<file path="src/rtl/instr_encoder.sv">
// instr_encoder: packs decoded RV32I fields and an extended immediate back into
// a 32-bit instruction word. Illegal formats, misaligned immediates and
// out-of-range immediates are rejected. Legal words pass through a one-entry
// valid/ready output register and receive an auto-incrementing write address.
module instr_encoder #(
    parameter int                    DATA_WIDTH = 32,
    parameter int                    ADDR_WIDTH = 32,
    parameter logic [ADDR_WIDTH-1:0] BASE_ADDR  = '0
) (
    input  logic                  clk_i,
    input  logic                  rst_i,
    // upstream field interface
    input  logic                  valid_i,
    output logic                  ready_o,
    input  logic [6:0]            opcode_i,
    input  logic [4:0]            rd_i,
    input  logic [4:0]            rs1_i,
    input  logic [4:0]            rs2_i,
    input  logic [2:0]            funct3_i,
    input  logic [6:0]            funct7_i,
    input  logic [DATA_WIDTH-1:0] imm_i,
    input  logic [2:0]            ImmSrc_i,
    // downstream instruction-memory write interface
    output logic [DATA_WIDTH-1:0] instr_o,
    output logic [ADDR_WIDTH-1:0] addr_o,
    output logic                  valid_o,
    input  logic                  ready_i,
    // status
    output logic                  err_o,
    output logic [1:0]            err_code_o,
    output logic [15:0]           count_o
);

    // Immediate format selectors, matching the immediate extender encoding.
    localparam logic [2:0] SRC_I = 3'b000;
    localparam logic [2:0] SRC_S = 3'b001;
    localparam logic [2:0] SRC_B = 3'b010;
    localparam logic [2:0] SRC_U = 3'b011;
    localparam logic [2:0] SRC_J = 3'b100;
    localparam logic [2:0] SRC_R = 3'b101;

    // Rejection reasons; ERR_NONE marks a legal input.
    localparam logic [1:0] ERR_NONE    = 2'b00;
    localparam logic [1:0] ERR_RANGE   = 2'b01;
    localparam logic [1:0] ERR_ALIGN   = 2'b10;
    localparam logic [1:0] ERR_ILLEGAL = 2'b11;

    localparam logic [15:0] COUNT_MAX = 16'hFFFF;

    // Output register occupancy.
    typedef enum logic {
        ST_EMPTY = 1'b0,
        ST_FULL  = 1'b1
    } state_t;

    state_t                  state_q, state_d;
    logic [DATA_WIDTH-1:0]   instr_q, instr_d;
    logic [ADDR_WIDTH-1:0]   addr_q, addr_d;
    logic [15:0]             count_q, count_d;
    logic                    err_q, err_d;
    logic [1:0]              err_code_q, err_code_d;

    logic [DATA_WIDTH-1:0]   packed_w;
    logic [1:0]              check_code_w;
    logic                    accept_w;
    logic                    handoff_w;
    logic                    load_w;
    logic                    reject_w;

    // An immediate fits N bits signed when bits [31:N-1] are all copies of the sign.
    logic fits_12_w;
    logic fits_13_w;
    logic fits_21_w;

    assign fits_12_w = (imm_i[31:11] == '0) || (&imm_i[31:11]);
    assign fits_13_w = (imm_i[31:12] == '0) || (&imm_i[31:12]);
    assign fits_21_w = (imm_i[31:20] == '0) || (&imm_i[31:20]);

    // Handshakes. ready_o is forced high in reset so the loader never sees a stall there.
    assign ready_o   = rst_i || (state_q == ST_EMPTY) || ready_i;
    assign accept_w  = valid_i && ready_o;
    assign handoff_w = (state_q == ST_FULL) && ready_i;
    assign load_w    = accept_w && (check_code_w == ERR_NONE);
    assign reject_w  = accept_w && (check_code_w != ERR_NONE);

    // Scatter the immediate into the instruction bit positions for each format.
    always_comb begin
        packed_w = '0;
        case (ImmSrc_i)
            SRC_I: packed_w = {imm_i[11:0], rs1_i, funct3_i, rd_i, opcode_i};
            SRC_S: packed_w = {imm_i[11:5], rs2_i, rs1_i, funct3_i, imm_i[4:0], opcode_i};
            SRC_B: packed_w = {imm_i[12], imm_i[10:5], rs2_i, rs1_i, funct3_i,
                               imm_i[4:1], imm_i[11], opcode_i};
            SRC_U: packed_w = {imm_i[31:12], rd_i, opcode_i};
            SRC_J: packed_w = {imm_i[20], imm_i[10:1], imm_i[11], imm_i[19:12],
                               rd_i, opcode_i};
            SRC_R: packed_w = {funct7_i, rs2_i, rs1_i, funct3_i, rd_i, opcode_i};
            default: packed_w = '0;
        endcase
    end

    // Legality check: illegal format beats alignment, alignment beats range.
    // Anything that would not round-trip through the extender is rejected.
    always_comb begin
        check_code_w = ERR_NONE;
        case (ImmSrc_i)
            SRC_I, SRC_S: begin
                if (!fits_12_w) check_code_w = ERR_RANGE;
            end
            SRC_B: begin
                if (imm_i[0])        check_code_w = ERR_ALIGN;
                else if (!fits_13_w) check_code_w = ERR_RANGE;
            end
            SRC_U: begin
                if (imm_i[11:0] != 12'h000) check_code_w = ERR_ALIGN;
            end
            SRC_J: begin
                if (imm_i[0])        check_code_w = ERR_ALIGN;
                else if (!fits_21_w) check_code_w = ERR_RANGE;
            end
            SRC_R: check_code_w = ERR_NONE;
            default: check_code_w = ERR_ILLEGAL;
        endcase
    end

    // Occupancy state register.
    always_ff @(posedge clk_i) begin
        if (rst_i) begin
            state_q <= ST_EMPTY;
        end else begin
            state_q <= state_d;
        end
    end

    // Next occupancy: a fresh legal load always wins; otherwise a handoff empties.
    always_comb begin
        state_d = state_q;
        case (state_q)
            ST_EMPTY: begin
                if (load_w) state_d = ST_FULL;
            end
            ST_FULL: begin
                if (load_w)         state_d = ST_FULL;
                else if (handoff_w) state_d = ST_EMPTY;
            end
            default: state_d = ST_EMPTY;
        endcase
    end

    // Datapath next-state: instruction, address, handoff count and error pulse.
    always_comb begin
        instr_d    = instr_q;
        addr_d     = addr_q;
        count_d    = count_q;
        err_d      = reject_w;
        err_code_d = reject_w ? check_code_w : ERR_NONE;
        if (load_w) begin
            instr_d = packed_w;
        end
        // The address tracks the word being handed off, so it moves only on handoff.
        if (handoff_w) begin
            addr_d = addr_q + ADDR_WIDTH'(4);
            if (count_q != COUNT_MAX) begin
                count_d = count_q + 16'd1;
            end
        end
    end

    // Datapath registers; reset drops any held word and rewinds the address.
    always_ff @(posedge clk_i) begin
        if (rst_i) begin
            instr_q    <= '0;
            addr_q     <= BASE_ADDR;
            count_q    <= '0;
            err_q      <= 1'b0;
            err_code_q <= ERR_NONE;
        end else begin
            instr_q    <= instr_d;
            addr_q     <= addr_d;
            count_q    <= count_d;
            err_q      <= err_d;
            err_code_q <= err_code_d;
        end
    end

    assign valid_o    = (state_q == ST_FULL);
    assign instr_o    = instr_q;
    assign addr_o     = addr_q;
    assign count_o    = count_q;
    assign err_o      = err_q;
    assign err_code_o = err_code_q;

endmodule

</file>
<file path="config.mk">
export PLATFORM = sky130hd
export DESIGN_NAME = instr_encoder
export DESIGN_NICKNAME = d
export VERILOG_FILES = /design/src/rtl/instr_encoder.sv
export SDC_FILE = /design/constraint.sdc
export NUM_CORES = 1
export LEC_CHECK = 0
export ABC_CLOCK_PERIOD_IN_PS = 2700
export CAP_MARGIN = 40
export CORE_ASPECT_RATIO = 0.8
export CORE_UTILIZATION = 25
export DETAILED_ROUTE_END_ITERATION = 8
export PLACE_DENSITY_LB_ADDON = 0.1
export SLEW_MARGIN = 20
export SYNTH_ARGS = -nofsm -noshare
export SYNTH_HDL_FRONTEND = slang
export SYNTH_SLANG_ARGS = --single-unit
</file>
<file path="constraint.sdc">
create_clock -name clk_i -period 2.7 [get_ports clk_i]
set_clock_uncertainty 0.15 [all_clocks]
set_input_delay 0.81 -clock clk_i [delete_from_list [all_inputs] [get_ports clk_i]]
set_output_delay 0.81 -clock clk_i [all_outputs]
set_load 0.02 [all_outputs]
</file>
==> impl_metrics.env, run 1 <==
export IMPL_diodes=0
export IMPL_crit_type="in -> reg"
export IMPL_utilization_pct=42.3
export IMPL_rsz0062_at_grt="false"
export IMPL_synth_compound_area_share_pct=20.7
export IMPL_worst_pin_slew_ps=634
export IMPL_nets=798
export IMPL_core_area_um2=16500
export IMPL_synthCells=516
export IMPL_vias=4560
export IMPL_grt_pass1_vias=4320
export IMPL_synthAdderAreaFrac_pct=0.595
export IMPL_ys_seq_elements=82
export IMPL_syn_area_um2=4210
export IMPL_area_growth_pct=65.7
export IMPL_cp_required_ps=2760
export IMPL_fp_dieW_um=147
export IMPL_hpwl_um=10900
export IMPL_antenna_found_initial=0
export IMPL_drive_gt1_share_pct=20.4
export IMPL_grt_pass1_wl_um=23300
export IMPL_die_area_um2=17400
export IMPL_relSlewSlack_pct=57.7
export IMPL_clock_path_buffers=2
export IMPL_drv_cap=0
export IMPL_startpoint_type="primary input"
export IMPL_synth_top_family_by_area="simple AND/OR/NAND/NOR gates"
export IMPL_firstDrtPassIters=6
export IMPL_ir_worst_vdd_uv=333
export IMPL_cp_cell_sequence="dlygate4sd2_1 -> nor4_2 -> a31oi_1 -> a211o_1 -> a211oi_2 -> buf_4 -> nand2_4 -> buf_6 -> a31o_2"
export IMPL_cts_sinks=82
export IMPL_synthSimpleGateAreaFrac_pct=25.3
export IMPL_synth_cell_type_count=52
export IMPL_synth_xor_area_share_pct=8.12
export IMPL_ys_seq_area_share_pct=39.0
export IMPL_gp_congestion=0.851
export IMPL_fin_ws_ps=81.1
export IMPL_numCtsBuffers=9
export IMPL_arrival_ps=2680
export IMPL_clk_latency_ps=330
export IMPL_cts_tree="built"
export IMPL_worstHoldPathType="reg -> reg"
export IMPL_routed_wl_um=14500
export IMPL_placed_cell_area_um2=6510
export IMPL_final_area_um2=6970
export IMPL_max_stage_delay_ps=310
export IMPL_num_fill_cells=1649
export IMPL_drc=0
export IMPL_syn_area_per_cell_um2=8.16
export IMPL_synth_edff_count=0
export IMPL_cts_hold_buf=0
export IMPL_async_reset_ff_share_pct=0
export IMPL_p_leak_nw=2.61
export IMPL_gr_total_overflow=0
export IMPL_muxShareOfSynthArea_pct=1.84
export IMPL_clk_pin_slew_worst_paths_ps=60
export IMPL_p_per_area_nw_per_um2=430
export IMPL_drt_initial_drc_count=220
export IMPL_start_util_pct=25.5
export IMPL_slew_violations=0
export IMPL_dp_slack_ps=-580
export IMPL_yosys_warnings=0
export IMPL_finalPower_mw=3.00
export IMPL_grt_total_usage_pct=16.8
export IMPL_grt_max_degree=57
export IMPL_crit_path_top_delay_cell="a211o_1"
export IMPL_cts_max_level=3
export IMPL_timing_setup_tns_ps=0
export IMPL_setup_viol=0
export IMPL_ant_nets=0
export IMPL_finalCritPeriodShare_pct=97.0
export IMPL_num_rows=42
export IMPL_wire_per_inst_um=15.2
export IMPL_path_max_fanout=7
export IMPL_cp_end_kind="flop"
export IMPL_io_pins=156
export IMPL_fin_crit_ps=2620
export IMPL_fmax_mhz=382
export IMPL_fp_dieH_um=118
export IMPL_cts_root_buf="clkbuf_16"
export IMPL_status="complete, no violations"
export IMPL_synth_main_ff_cell="dfxtp_1"
export IMPL_port_buffers=153
export IMPL_hold_viol=0
export IMPL_avgViaCountPerCell=4.80
Yosys cell counts (2+ instances only):
master | n | share of area [%]
nor4_1 | 10 | 1.5
buf_2 | 2 | 0.24
buf_4 | 2 | 0.36
o21ai_0 | 19 | 2.3
a211o_1 | 2 | 0.42
nand4_1 | 28 | 4.2
a211oi_1 | 7 | 1.2
nor2_1 | 53 | 4.7
buf_1 | 2 | 0.18
xor2_1 | 19 | 4.0
and3_1 | 12 | 1.8
a21oi_1 | 36 | 4.3
nor3_1 | 21 | 2.5
ha_1 | 2 | 0.59
nand2b_1 | 2 | 0.30
o22ai_1 | 6 | 0.89
nand2_1 | 45 | 4.0
a31oi_1 | 2 | 0.30
a221oi_1 | 15 | 3.1
a22oi_1 | 18 | 3.2
dfxtp_1 | 82 | 39
xnor2_1 | 20 | 4.2
inv_1 | 7 | 0.62
mux2_2 | 6 | 1.6
clkbuf_1 | 30 | 2.7
nand3_1 | 16 | 1.9
a21boi_0 | 2 | 0.36
nor2b_1 | 3 | 0.45
a31o_2 | 13 | 2.7
or3_1 | 4 | 0.59
and2_1 | 4 | 0.59
o211ai_1 | 6 | 1.1
cells in the final DEF, fill, tap and decap left out, types with 3 or more instances in the layout:
cell type | Yosys | layout
clkdlybuf4s50_1 | 0 | 117
dfxtp_1 | 82 | 82
buf_4 | 2 | 74
nor2_1 | 53 | 52
nand2_1 | 45 | 44
a21oi_1 | 36 | 36
nand4_1 | 28 | 28
dlygate4sd2_1 | 0 | 27
xnor2_1 | 20 | 20
o21ai_0 | 19 | 19
xor2_1 | 19 | 19
a22oi_1 | 18 | 18
nor3_1 | 21 | 18
nand3_1 | 16 | 16
a221oi_1 | 15 | 14
a31o_2 | 13 | 13
and3_1 | 12 | 11
clkbuf_16 | 0 | 9
nor4_2 | 0 | 8
inv_1 | 7 | 7
mux2_2 | 6 | 6
o22ai_1 | 6 | 6
o211ai_1 | 6 | 6
buf_12 | 0 | 6
dlymetal6s2s_1 | 0 | 5
and2_1 | 4 | 4
or3_1 | 4 | 4
a211oi_1 | 7 | 4
nor3_2 | 0 | 3
a211oi_2 | 0 | 3
repair_timing:
| item | CTS | global route |
|---|---|---|
| pin swaps | 17 | 11 |
| endpoints found under the setup margin | 36 | 33 |
| cloned | 1 | 0 |
| gates resized for setup | 54 | 23 |
| setup buffers | 2 | 1 |
routing by layer:
layer	track usage, %	vias up	part of all wire, %
met1	24.1	2136	50
met5	0	-	0
met2	25.6	99	44
met4	3.09	0	0.45
met3	4.07	5	5.3
li1	-	2320	-
critical path, delay by kind of cell:
kind	cells	cell delay [ps]
AO/OA/AOI/OAI	4	900
AND/OR/NAND/NOR	2	370
buffers and inverters	3	610
cell type report:
cell class	count	area, µm²	share of cell area (%)
Clock inverter	4	51.3	0.736
Multi-Input combinational cell	390	2540	36.4
Tap cell	220	275	3.95
Clock buffer	12	246	3.53
Sequential cell	82	1640	23.5
Inverter	8	30.0	0.431
Timing Repair Buffer	234	2190	31.4
sequential cells by signal, summed over array words and instances (netlist names):
register	cells
addr_o	30
count_o	16
err_code_o	2
err_o	1
instr_o	32
valid_o	1
logic make-up (layout without fill, tap and decap cells):
group,Yosys count,in the layout
AO/OA/AOI/OAI,130,130
XOR/XNOR,39,39
adder cells (fa/ha/maj),2,2
buffers and inverters,45,258
flip-flops,82,82
multiplexers,7,7
other,1,2
AND/OR/NAND/NOR,210,210
per-stage QoR:
stage	hold slack, ps	instances
5_1_grt	342	950
3_5_place_dp	301	931
3_3_place_gp	295	931
6_report	306	950
4_1_cts	310	950
2_1_floorplan	383	517
power breakdown:
part	internal [mW]	switching (mW)	total, mW
Sequential	1.23	0.0130	1.24
Clock	0.743	0.486	1.23
Combinational	0.263	0.263	0.527
Total	2.24	0.763	3.00
path summary, 6_finish.rpt:
kind	startpoint	slack (ps)	depth (start not counted)	end
setup / recovery	imm_i[11]	80	9	instr_o[2]
hold reg to reg	instr_o[15]	310	2	instr_o[15]
setup reg to reg	addr_o[11]	330	6	addr_o[27]
hold / removal	instr_o[15]	310	2	instr_o[15]
Note: power is estimated with default switching activity, not from simulation.
==> inputs of run 2 (changes only) <==
- CORE_MARGIN: default -> 10
- DONT_BUFFER_PORTS: default -> 1
- SKIP_CTS_REPAIR_TIMING: default -> 1
==> impl_metrics.env, run 2 (synthesized netlist as in run 1, its figures left out) <==
export IMPL_status="complete, no violations"
export IMPL_nets=602
export IMPL_slew_violations=0
export IMPL_diodes=0
export IMPL_cp_required_ps=2770
export IMPL_finalCritPeriodShare_pct=90.4
export IMPL_core_area_um2=16600
export IMPL_cts_sinks=82
export IMPL_cp_end_kind="flop"
export IMPL_cts_max_level=3
export IMPL_netSwitchingPower_uw=667
export IMPL_fp_dieW_um=165
export IMPL_hold_viol=0
export IMPL_internal_power_mw=1.99
export IMPL_min_path_cells=3
export IMPL_arrival_ps=2510
export IMPL_fp_dieH_um=136
export IMPL_timing_setup_tns_ps=0
export IMPL_hpwl_um=11300
export IMPL_cts_tree="built"
export IMPL_io_pins=156
export IMPL_ant_nets=0
export IMPL_final_area_um2=4930
export IMPL_num_fill_cells=1806
export IMPL_setup_viol=0
export IMPL_relSlewSlack_pct=62.9
export IMPL_finalPower_mw=2.66
export IMPL_clock_power_share_pct=43.5
export IMPL_die_area_um2=22500
export IMPL_startpoint_type="primary input"
export IMPL_numCtsBuffers=9
export IMPL_crit_path_top_delay_cell="nor4_1"
export IMPL_clk_pin_slew_worst_paths_ps=60
export IMPL_drv_cap=0
export IMPL_worst_pin_slew_ps=556
export IMPL_fmax_mhz=410
export IMPL_area_growth_pct=17.1
export IMPL_firstDrtPassIters=5
export IMPL_cp_cell_sequence="nor4_1 -> buf_4 -> a21boi_0 -> o21a_1 -> a211oi_2 -> buf_4 -> nand2_1 -> buf_4 -> a31o_2"
export IMPL_num_rows=42
export IMPL_grt_pass1_vias=3740
export IMPL_hold_slack_ps=410
export IMPL_worstHoldPathType="reg -> reg"
export IMPL_ir_worst_vdd_uv=275
export IMPL_r2r_slack_ps=430
export IMPL_drt_initial_drc_count=260
export IMPL_gp_congestion=0.805
export IMPL_routed_wl_um=14700
export IMPL_start_util_pct=25.4
export IMPL_path_common_cell="buf_4"
export IMPL_wire_per_inst_um=19.5
export IMPL_power_share_sequential_pct=48.1
export IMPL_crit_type="in -> reg"
export IMPL_final_common_cell="dfxtp_1"
export IMPL_path_max_fanout=13
export IMPL_p_per_area_nw_per_um2=540
export IMPL_clk_latency_ps=330
export IMPL_final_cell_mix="dfxtp_1 (82), nor2_1 (53), nand2_1 (45)"
export IMPL_placed_cell_area_um2=4650
export IMPL_port_buffers=0
export IMPL_avgViaCountPerCell=5.18
export IMPL_comb_power_share_pct=8.4
export IMPL_gr_total_overflow=0
export IMPL_max_stage_delay_ps=360
export IMPL_clock_path_buffers=2
export IMPL_grt_pass1_wl_um=22400
export IMPL_drive_gt1_share_pct=15.2
export IMPL_grt_total_usage_pct=12.8
export IMPL_fin_crit_ps=2440
export IMPL_grt_max_degree=58
export IMPL_largest_reg_flops=32
export IMPL_vias=3897
export IMPL_reg2reg_depth=5
export IMPL_antenna_found_initial=0
export IMPL_switching_share_pct=25.1
export IMPL_p_leak_nw=1.69
export IMPL_drc=0
export IMPL_cts_root_buf="clkbuf_16"
export IMPL_rsz0062_at_grt="false"
==> run 2: changes by cell type in the layout (fill, tap and decap cells not counted), moves of 3 or more <==
cell | before | now
dlymetal6s2s_1 | 5 | 0
buf_4 | 74 | 36
nor3_1 | 18 | 21
nor4_1 | 2 | 10
nor4_2 | 8 | 0
clkdlybuf4s50_1 | 117 | 0
dlygate4sd2_1 | 27 | 0
nor3_2 | 3 | 0
buf_12 | 6 | 2
==> run 2: area by class of cell <==
cell class / instances / area, µm² / area share (%)
Tap cell: 220 / 275 / 5.59
Timing Repair Buffer: 38 / 310 / 6.30
Sequential cell: 82 / 1640 / 33.3
Multi-Input combinational cell: 390 / 2390 / 48.5
Clock buffer: 11 / 253 / 5.13
Inverter: 8 / 30.0 / 0.609
Clock inverter: 4 / 27.5 / 0.559
==> run 2: worst max-delay path: cells and delay by family <==
kind                   cells  cell delay (ps)
buffers and inverters      3              510
AOI/OAI and AO/OA          4              770
and+or+nand+nor            2              420
==> run 2: power by group through the flow <==
stage / Clock, mW / Sequential [mW] / Combinational (mW)
final: 1.16 / 1.28 / 0.224
after global routing: 1.27 / 1.28 / 0.249
after CTS: 1.22 / 1.28 / 0.225
after detailed placement: 0 / 1.31 / 0.224
after floorplan: 0 / 1.30 / 0.181
after global placement: 0 / 1.31 / 0.222
==> run 2: final timing paths <==
| check | from | to |
|---|---|---|
| worst min-delay path | addr_o[14] | addr_o[14] |
| worst min register to register | addr_o[14] | addr_o[14] |
| worst max-delay path | imm_i[15] | instr_o[6] |
| worst max register to register | addr_o[13] | addr_o[25] |
==> run 2: stage by stage <==
| stage | util (%) | instances | setup slack (ps) |
|---|---|---|---|
| 2_1_floorplan | - | 517 | 55.3 |
| 3_3_place_gp | 28.1 | 738 | -60.1 |
| 3_5_place_dp | 28.1 | 738 | -80.5 |
| 4_1_cts | 29.8 | 753 | 271 |
| 5_1_grt | 29.8 | 753 | 87.8 |
| 6_report | 29.8 | 753 | 258 |
==> run 2: routing by layer <==
| metal | vias to the layer above | GRT usage [%] | routed length, µm |
|---|---|---|---|
| li1 | 1931 | - | - |
| met4 | 0 | 2.65 | 109 |
| met5 | - | 0 | 0 |
| met3 | 10 | 6.35 | 1660 |
| met2 | 144 | 18.9 | 6530 |
| met1 | 1812 | 16.4 | 6360 |
==> inputs of run 3 (changes only) <==
- RECOVER_POWER: default -> 100
==> impl_metrics.env, run 3 (synthesized netlist as in run 1, its figures left out) <==
export IMPL_status="complete, no violations"
export IMPL_cp_cell_sequence="nor4_1 -> buf_4 -> a21boi_0 -> o21a_1 -> a211oi_2 -> buf_4 -> nand2_1 -> buf_2 -> a31o_2"
export IMPL_p_per_area_nw_per_um2=552
export IMPL_num_rows=42
export IMPL_max_stage_delay_ps=400
export IMPL_core_area_um2=16600
export IMPL_critPathBufInv=3
export IMPL_worstHoldPathType="reg -> reg"
export IMPL_utilization_pct=29.1
export IMPL_drt_initial_drc_count=238
export IMPL_antenna_found_initial=0
export IMPL_dp_cells=738
export IMPL_drive_gt1_share_pct=10.7
export IMPL_min_path_cells=3
export IMPL_setup_viol=0
export IMPL_clock_path_buffers=2
export IMPL_drv_cap=0
export IMPL_reg2reg_depth=6
export IMPL_port_buffers=0
export IMPL_firstDrtPassIters=4
export IMPL_cts_max_level=3
export IMPL_final_cell_mix="dfxtp_1 (82), nor2_1 (53), nand2_1 (45)"
export IMPL_fp_dieW_um=165
export IMPL_crit_family="compound AO/OA/AOI/OAI gates"
export IMPL_io_pins=156
export IMPL_placed_cell_area_um2=4650
export IMPL_crit_path_top_delay_cell="nor4_1"
export IMPL_r2r_slack_ps=300
export IMPL_ir_worst_vdd_uv=275
export IMPL_nets=602
export IMPL_drc=0
export IMPL_rsz0062_at_grt="false"
export IMPL_arrival_ps=2600
export IMPL_gp_congestion=0.805
export IMPL_area_growth_pct=14.5
export IMPL_start_util_pct=25.4
export IMPL_relSlewSlack_pct=38.4
export IMPL_clk_latency_ps=330
export IMPL_final_area_um2=4820
export IMPL_cts_root_buf="clkbuf_16"
export IMPL_numCtsBuffers=9
export IMPL_die_area_um2=22500
export IMPL_hpwl_um=11300
export IMPL_gr_total_overflow=0
export IMPL_fin_ws_ps=178
export IMPL_startpoint_type="primary input"
export IMPL_worst_pin_slew_ps=925
export IMPL_hold_viol=0
export IMPL_vias=3917
export IMPL_final_common_cell="dfxtp_1"
export IMPL_path_max_fanout=13
export IMPL_ant_nets=0
export IMPL_timing_rr_start="addr_o[11]"
export IMPL_clk_pin_slew_worst_paths_ps=60
export IMPL_min_from="addr_o[14]"
export IMPL_dp_slack_ps=-80.5
export IMPL_r2r_end="addr_o[31]"
export IMPL_wire_per_inst_um=19.6
export IMPL_grt_max_degree=58
export IMPL_cts_sinks=82
export IMPL_fp_dieH_um=136
export IMPL_cp_end_kind="flop"
export IMPL_grt_total_usage_pct=12.8
export IMPL_p_leak_nw=1.58
export IMPL_fin_crit_ps=2520
export IMPL_fin_cells=753
export IMPL_crit_type="in -> reg"
export IMPL_timing_setup_tns_ps=0
export IMPL_num_fill_cells=1829
export IMPL_cp_required_ps=2770
export IMPL_grt_pass1_vias=3740
export IMPL_grt_pass1_wl_um=22400
export IMPL_avgViaCountPerCell=5.20
export IMPL_cts_tree="built"
export IMPL_finalPower_mw=2.66
export IMPL_finalCritPeriodShare_pct=93.4
export IMPL_min_to="addr_o[14]"
export IMPL_largest_reg_flops=32
export IMPL_slew_violations=0
export IMPL_routed_wl_um=14700
export IMPL_diodes=0
export IMPL_hold_slack_ps=408
export IMPL_path_common_cell="buf_4"
export IMPL_fmax_mhz=396
## run 3: power breakdown
part	internal (mW)	leakage (nW)	total, mW	switching, mW
logic	0.0921	0.783	0.222	0.130
registers	1.23	0.663	1.28	0.0469
clock network	0.667	0.130	1.16	0.492
total	1.99	1.58	2.66	0.669
## run 3: final cells by class
type	instances	area, µm²	share of cell area (%)
clock buffers	11	253	5.24
clock inverters	4	27.5	0.571
inverters	8	30.0	0.623
multi-input cells	390	2360	49.1
flip-flops and latches	82	1640	34.1
well taps	220	275	5.71
repair buffers	38	229	4.75
## run 3: how the worst max path moves through the flow
stage	slack, ps	start	depth (start not counted)	to
5_1_grt	50	imm_i[15]	9	instr_o[31]
2_1_floorplan	60	ImmSrc_i[2]	8	instr_o[14]
3_3_place_gp	-60	imm_i[15]	9	instr_o[2]
6_report	180	imm_i[15]	9	instr_o[6]
4_1_cts	270	imm_i[15]	9	instr_o[27]
3_5_place_dp	-80	imm_i[15]	9	instr_o[27]
## run 3: worst register-to-register path, delay by kind of cell (launching register included)
family	cells	cell delay, ps
flip-flops	1	330
XOR/XNOR	1	160
AND/OR/NAND/NOR	5	1650
## run 3: layer usage
layer	wire [µm]	track usage, %	vias to the layer above
met5	0	0	-
met4	144	2.65	0
met3	1760	6.35	12
met2	6460	18.9	149
met1	6380	16.4	1824
li1	-	-	1932
